## src/rtl/uart_pkg.sv

```systemverilog
// Shared constants and FSM encoding for the scheduled UART transmitter.
package uart_pkg;

    localparam int F_CLK        = 12000000;
    localparam int DEF_BAUD_DIV = 1250;     // 12 MHz / 9600 baud

    typedef enum logic [1:0] {
        IDLE  = 2'd0,
        START = 2'd1,
        DATA  = 2'd2,
        STOP  = 2'd3
    } tx_state_e;

endpackage

```

## src/rtl/baud_tick.sv

```systemverilog
// Bit-timing counter: counts 0..BAUD_DIV-1 while run is high and flags the last
// cycle of each bit period. It is held at zero while idle so every frame starts
// on a fresh bit boundary.
module baud_tick #(
    parameter int BAUD_DIV = 1250
) (
    input  logic clk,
    input  logic run,
    input  logic clear,
    output logic tick
);

    localparam int CW = $clog2(BAUD_DIV);
    localparam logic [CW-1:0] LAST = CW'(BAUD_DIV - 1);

    logic [CW-1:0] cnt;

    // Free-run within a frame and wrap on the bit end; park at zero otherwise.
    always_ff @(posedge clk) begin
        if (clear || !run)
            cnt <= '0;
        else if (cnt == LAST)
            cnt <= '0;
        else
            cnt <= cnt + 1'b1;
    end

    assign tick = run && (cnt == LAST);

endmodule

```

## src/rtl/uart_tx_sched.sv

```systemverilog
// Two-requester 8N1 UART transmitter with round-robin arbitration. A byte is
// captured and acknowledged in the IDLE cycle it is seen, so requesters only
// need to hold req/data until their ack pulse.
module uart_tx_sched
    import uart_pkg::*;
#(
    parameter int BAUD_DIV = DEF_BAUD_DIV
) (
    input  logic       clk,
    input  logic       rst,
    input  logic       req0,
    input  logic [7:0] data0,
    output logic       ack0,
    input  logic       req1,
    input  logic [7:0] data1,
    output logic       ack1,
    output logic       tx,
    output logic       busy,
    output logic       grant_id
);

    if (BAUD_DIV < 2) begin : g_bad_baud
        $error("uart_tx_sched: BAUD_DIV must be at least 2");
    end

    tx_state_e  state, state_n;
    logic [7:0] shift_q, shift_n;
    logic [2:0] idx_q, idx_n;
    logic       tx_n, ack0_n, ack1_n, gid_n;
    logic       rr_q, rr_n;     // id of the requester preferred on contention
    logic       win;
    logic       tick;

    baud_tick #(.BAUD_DIV(BAUD_DIV)) u_baud (
        .clk   (clk),
        .run   (state != IDLE),
        .clear (rst),
        .tick  (tick)
    );

    // Winner: the preferred id under contention, otherwise whoever is asking.
    always_comb begin
        win = 1'b0;
        if (req0 && req1)
            win = rr_q;
        else
            win = req1;
    end

    // Next-state and registered-output logic for the frame sequencer.
    always_comb begin
        state_n = state;
        shift_n = shift_q;
        idx_n   = idx_q;
        tx_n    = tx;
        ack0_n  = 1'b0;
        ack1_n  = 1'b0;
        gid_n   = grant_id;
        rr_n    = rr_q;
        case (state)
            IDLE: begin
                if (req0 || req1) begin
                    state_n = START;
                    shift_n = win ? data1 : data0;
                    gid_n   = win;
                    rr_n    = ~win;
                    ack0_n  = ~win;
                    ack1_n  = win;
                    tx_n    = 1'b0;
                end
            end
            START: begin
                if (tick) begin
                    state_n = DATA;
                    tx_n    = shift_q[0];
                    idx_n   = 3'd0;
                end
            end
            DATA: begin
                if (tick) begin
                    shift_n = {1'b0, shift_q[7:1]};
                    idx_n   = idx_q + 3'd1;
                    if (idx_q == 3'd7) begin
                        state_n = STOP;
                        tx_n    = 1'b1;
                    end else begin
                        tx_n    = shift_q[1];
                    end
                end
            end
            STOP: begin
                if (tick)
                    state_n = IDLE;
            end
            default: state_n = IDLE;
        endcase
    end

    // State and output registers; reset aborts any frame and idles the line.
    always_ff @(posedge clk) begin
        if (rst) begin
            state    <= IDLE;
            shift_q  <= '0;
            idx_q    <= '0;
            tx       <= 1'b1;
            ack0     <= 1'b0;
            ack1     <= 1'b0;
            grant_id <= 1'b0;
            rr_q     <= 1'b0;
        end else begin
            state    <= state_n;
            shift_q  <= shift_n;
            idx_q    <= idx_n;
            tx       <= tx_n;
            ack0     <= ack0_n;
            ack1     <= ack1_n;
            grant_id <= gid_n;
            rr_q     <= rr_n;
        end
    end

    assign busy = (state != IDLE);

endmodule
```

## config.mk

```make
export PLATFORM = sky130hd
export DESIGN_NAME = uart_tx_sched
export DESIGN_NICKNAME = d
export VERILOG_FILES = /design/src/rtl/uart_pkg.sv /design/src/rtl/baud_tick.sv /design/src/rtl/uart_tx_sched.sv
export SDC_FILE = /design/constraint.sdc
export NUM_CORES = 1
export LEC_CHECK = 0
export BUFFER_PORTS_ARGS = -buffer_cell sky130_fd_sc_hd__buf_2
export CAP_MARGIN = 20
export CORE_AREA = 5 5 61 63
export DETAILED_ROUTE_END_ITERATION = 10
export DIE_AREA = 0 0 66 68
export PLACE_DENSITY = 0.75
export SLEW_MARGIN = 25
export SYNTH_ARGS = -nofsm -noshare
export SYNTH_HDL_FRONTEND = slang
export SYNTH_SLANG_ARGS = --single-unit
```

## constraint.sdc

```tcl
create_clock -name clk -period 2.05 [get_ports clk]
set_input_delay 0.205 -clock clk [delete_from_list [all_inputs] [get_ports clk]]
set_output_delay 0.205 -clock clk [all_outputs]
set_load 0.005 [all_outputs]
```

# == After elaboration in Yosys (flattened, before gate mapping) ==
# Cells that the tools add are included.
# op_classes
eq_ne,10
n_mux,19
n_addsub,2
reduce_logical,17
bitwise_logic,3
# ops
operator,n
8-bit two-way mux,3
8-bit case mux with 2 select lines,1
"11-bit by 1-bit adder with 11-bit output, second input constant",1
"11-bit equality test, second input constant",1
2-bit two-way mux,5
"2-bit inequality test, second input constant",5
2-bit case mux with 4 select lines,1
3-bit two-way mux,2
3-bit case mux with 2 select lines,1
3-bit AND reduction,2
2-bit nonzero test,3
1-bit two-way mux,5
5-bit AND reduction,1
"2-bit equality test, second input constant",2
4-bit AND reduction,1
"3-bit by 1-bit adder with 3-bit output, second input constant",1
"3-bit equality test, second input constant",1
1-bit inverter,3
1-bit case mux with 3 select lines,1
3-bit nonzero test,1
3-bit OR reduction,1
"2-bit by 1-bit equality test with 1-bit output, second input constant",1
1-bit logical AND,2
2-bit logical NOT,1
other kinds (4),5
# totals
ff_bits,29
in_bits,20
out_inout_bits,5
word_cells,60

# == Logic depth before layout (Yosys ltp) ==
# logic_depth
ltp_word,5
depth_mapped,7
depth_no_buf,6

# == Modules after synthesis ==
# Synthesis repeated with hierarchy kept, for this count alone.
# hier_totals
hier_cells,170
area_unflattened_um2,1556.5
# modules_own_cells
mod,instances,area_each_um2,seq_area_each_um2,cells_per_inst
uart_tx_sched,1,1028.5,360.3,113
baud_tick,1,528.0,220.2,57

# == Least setup slack after synthesis ==
# Ideal clock, no wire load.
# synth_path
kind,reg2reg
from,register state[0]
to,register shift_q[6]
path_slack_ns,0.348
arrival_ns,1.586
setup_time_ns,0.116
synth_period_minus_slack_ns,1.702
path_stages_with_launch,8
required_time_ns,1.934
path_buffers,1
cell_sequence,dfxtp_1 inv_1 ha_1 buf_2 o21ai_0 nor2_1 a21o_2 a31o_1
# synth_via
elab_chain_len,4
word_cells_on_any_way,9
classes_between,3 x eq/ne; 1 x mux; 5 x reduce/logical
# synth_lines
item,line,source
"start, declared",uart_tx_sched.sv:26,"tx_state_e state, state_n;"
"start signal, assigned",uart_tx_sched.sv:111,state <= state_n;
2-bit nonzero test,uart_tx_sched.sv:36,".run (state != IDLE),"
1-bit logical AND,baud_tick.sv:28,assign tick = run && (cnt == LAST);
2-bit inequality test (no line),-,
3-bit AND reduction (no line),-,
"end signal, assigned",uart_tx_sched.sv:112,shift_q <= shift_n;
"end, declared",uart_tx_sched.sv:27,"logic [7:0] shift_q, shift_n;"
# Parallel ways exist; a longest one is shown, timed or not.
# A chain may end at the register's enable or synchronous reset.

# == Worst setup path after layout ==
# layout_path
from,register state[0]
to,register shift_q[0]
# Same word-level chain as after synthesis.

==> impl_metrics.py <==
metrics = {
    "status": {
        "outcome": "finished clean",
    },
    "logic_synthesis": {
        "ys_warn_count": 0,
        "synth_seq_cells": 29,
        "syn-num-nets": 219,
        "seq_area_frac_synth_pct": 35.6,
        "synth_edf_count": 0,
        "synth_cells": 189,
        "syn_area_sq_mm": 0.00163,
        "synthFlopType": "dfxtp_1",
        "async_flop_share_pct": 0,
        "synth_commonest_cells": "nor2_1, dfxtp_1, inv_1",
        "synth_area_leader_cell": "dfxtp_1",
        "ys_types": 38,
        "yosysTopAreaCellShare_pct": 35.6,
        "yosysMostFrequentCell": "nor2_1",
        "synth_area_per_cell_sq_um": 8.63,
        "synth_area_leaders": "dfxtp_1, ha_1, nor2_1, mux2i_1, a2111oi_0",
    },
    "floorplanning": {
        "start_util_pct": 51.3,
        "core_sq_mm": 0.00318,
        "die_y_um": 68,
        "die_w_um": 66,
        "dieArea_sq_mm": 0.00449,
        "row_count": 21,
        "ios": 25,
    },
    "placement": {
        "post-place-ws_ps": 256,
        "placedCellCount": 255,
        "numPortBuffers": 24,
        "place_congestion": 0.769,
        "dpl.hpwl_um": 2260,
    },
    "clocking": {
        "cts_resized": 0,
        "root_buffer": "clkbuf_4",
        "post_cts_buffers": 0,
        "cts-htree-levels": 2,
        "holdBufCountCts": 0,
        "clock_sinks": 29,
        "cts_made_buffers": 5,
        "clock_path_buffers": 2,
        "clk_pin_slew_ps": 80,
        "clk_latency_ps": 330,
        "cts_tree": "yes",
    },
    "timing": {
        "clock_skew_ps": 8.90,
        "hold_viol": 0,
        "timing.hold.ws_ps": 131,
        "finalSetupViolCount": 0,
        "period_share_pct": 86.5,
        "min_period_ps": 1770,
        "fin_setup_tns_ps": 0,
        "relSlewSlack_pct": 68.8,
        "rsz0062_at_grt": "false",
        "max_freq_mhz": 564,
        "drv_slew": 0,
        "setup_ws_ps": 276,
        "tightest_slew_ps": 468,
    },
    "worst_setup_path": {
        "crit_path_max_fanout": 8,
        "worstSetupPathType": "reg2reg",
        "cp_slowest_cell": "a2111oi_0",
        "cpPeakStageDelay_ps": 420,
        "reg2reg_slack_ps": 280,
        "reg2regPathDepth": 6,
        "critPathCapture": "shift_q[0]",
        "cp_data_arrival_time_ps": 2040,
        "reg2reg_to": "shift_q[0]",
        "cp-startpoint": "state[0]",
        "end_kind": "register",
        "critPathLaunchType": "register",
        "crit_required_ps": 2320,
        "path_cells": "inv_1 > ha_1 > o21ai_0 > nor2_2 > a2111oi_0 > a31o_2",
        "reg2reg_from": "state[0]",
    },
    "routing": {
        "via_per_inst": 5.27,
        "drc": 0,
        "drtIter0Drc": 69,
        "wl_um": 3140,
        "firstDrtPassIters": 4,
        "antenna_left": 0,
        "wl_per_cell_um": 12.0,
        "num_vias": 1381,
    },
    "power_and_ir_drop": {
        "power_leakage_uw": 0.000740,
        "power_uw": 1870,
        "powerDensity_mw_per_mm2": 1000,
        "vdd_drop_max_v": 0.000447,
    },
    "job": {
        "drv_cap": 0,
    },
    "grt": {
        "antenna_found_initial": 0,
        "overflow": 0,
        "grt_pass1_vias": 1219,
        "grt_pass1_wl_um": 5330,
        "globalRouteTotalUtil_pct": 15.8,
        "grt_start_max_net_pins": 33,
    },
    "final_layout": {
        "stdcell_count": 262,
        "final_nets": 246,
        "syn2layout_area_growth_pct": 14.2,
        "fillerInstances": 300,
        "drive_gt1_share_pct": 19.9,
        "antennaDiodeCount": 0,
        "layout.area.seq_sq_um": 581,
        "multiInputGateArea_sq_um": 945,
    },
    "worst_hold_path": {
        "hold_class": "in2reg",
        "worstHoldStart": "req1",
    },
}
## metrics by stage
step           cell area (sq um)  util, %
2_1_floorplan               1630        -
3_3_place_gp                1810     56.8
3_5_place_dp                1810     56.8
4_1_cts                     1860     58.5
5_1_grt                     1860     58.6
6_report                    1860     58.6
## power breakdown
| group | internal, uW | switching [uW] | leakage (uW) |
|---|---|---|---|
| combinational | 336 | 454 | 0.000472 |
| sequential | 668 | 57.3 | 0.000237 |
| clock | 162 | 190 | 0.0000314 |
## sequential cells by signal, summed over array words and instances, names as in the netlist
register and count:
u_baud.cnt 11, ack0 1, rr_q 1, tx 1
ack1 1, shift_q 8, state 2, grant_id 1
idx_q 3
## final cells by class
type | count | area share, %
clock buffers | 7 | 2.95
well taps | 46 | 3.09
inverters | 14 | 2.82
repair buffers | 31 | 9.27
multi-input cells | 135 | 50.7
flip-flops and latches | 29 | 31.2
## how the worst min path moves through the flow
stage | slack, ps | cells after the start | to
finish | 130 | 2 | rr_q
global route | 120 | 2 | rr_q
CTS | 120 | 2 | rr_q
detailed placement | 470 | 2 | rr_q
global placement | 460 | 2 | rr_q
floorplan | 320 | 1 | rr_q
## layer usage
metal | part of all wire (%) | global-route usage, % | wire (um) | vias up
met5 | 0 | 0 | 0 | -
met4 | 1.3 | 6.85 | 42 | 0
met3 | 4.6 | 5.09 | 144 | 4
met2 | 49 | 28.0 | 1550 | 20
met1 | 45 | 17.2 | 1400 | 633
li1 | - | - | - | 724
## cell usage in the layout, fill, tap and decap left out, drive strengths merged, types with 2 or more instances in the layout
cell	netlist	layout
nand2	8	8
xnor2	7	7
mux2i	11	11
nand4	2	2
inv	14	14
a31oi	3	3
dfxtp	29	29
ha	10	10
o211ai	3	3
buf	7	31
nand2b	7	7
nor2	31	31
nor3	4	4
a2111oi	7	7
o21bai	2	2
o21ai	2	2
a31o	7	7
or3	2	2
clkbuf	4	7
xor2	2	2
nand3	3	3
a21oi	9	9
nor4	3	3
## critical path: cells and delay by family, from the launching register on
kind | cells | cell delay [ps]
AO/OA/AOI/OAI | 3 | 780
adder cells (fa/ha/maj) | 1 | 310
buffers and inverters | 1 | 100
flip-flops | 1 | 400
AND/OR/NAND/NOR | 1 | 130
## logic make-up after synthesis
logic type | count (synthesis) | synth area share [%]
and+or+nand+nor | 65 | 20.6
AOI/OAI and AO/OA | 40 | 17.9
DFF | 29 | 35.6
buffers and inverters | 25 | 6.67
muxes | 11 | 6.75
adders and majority gates | 10 | 7.67
xor gates and xnor gates | 9 | 4.83
No activity file was read; power rests on OpenSTA's default activity.
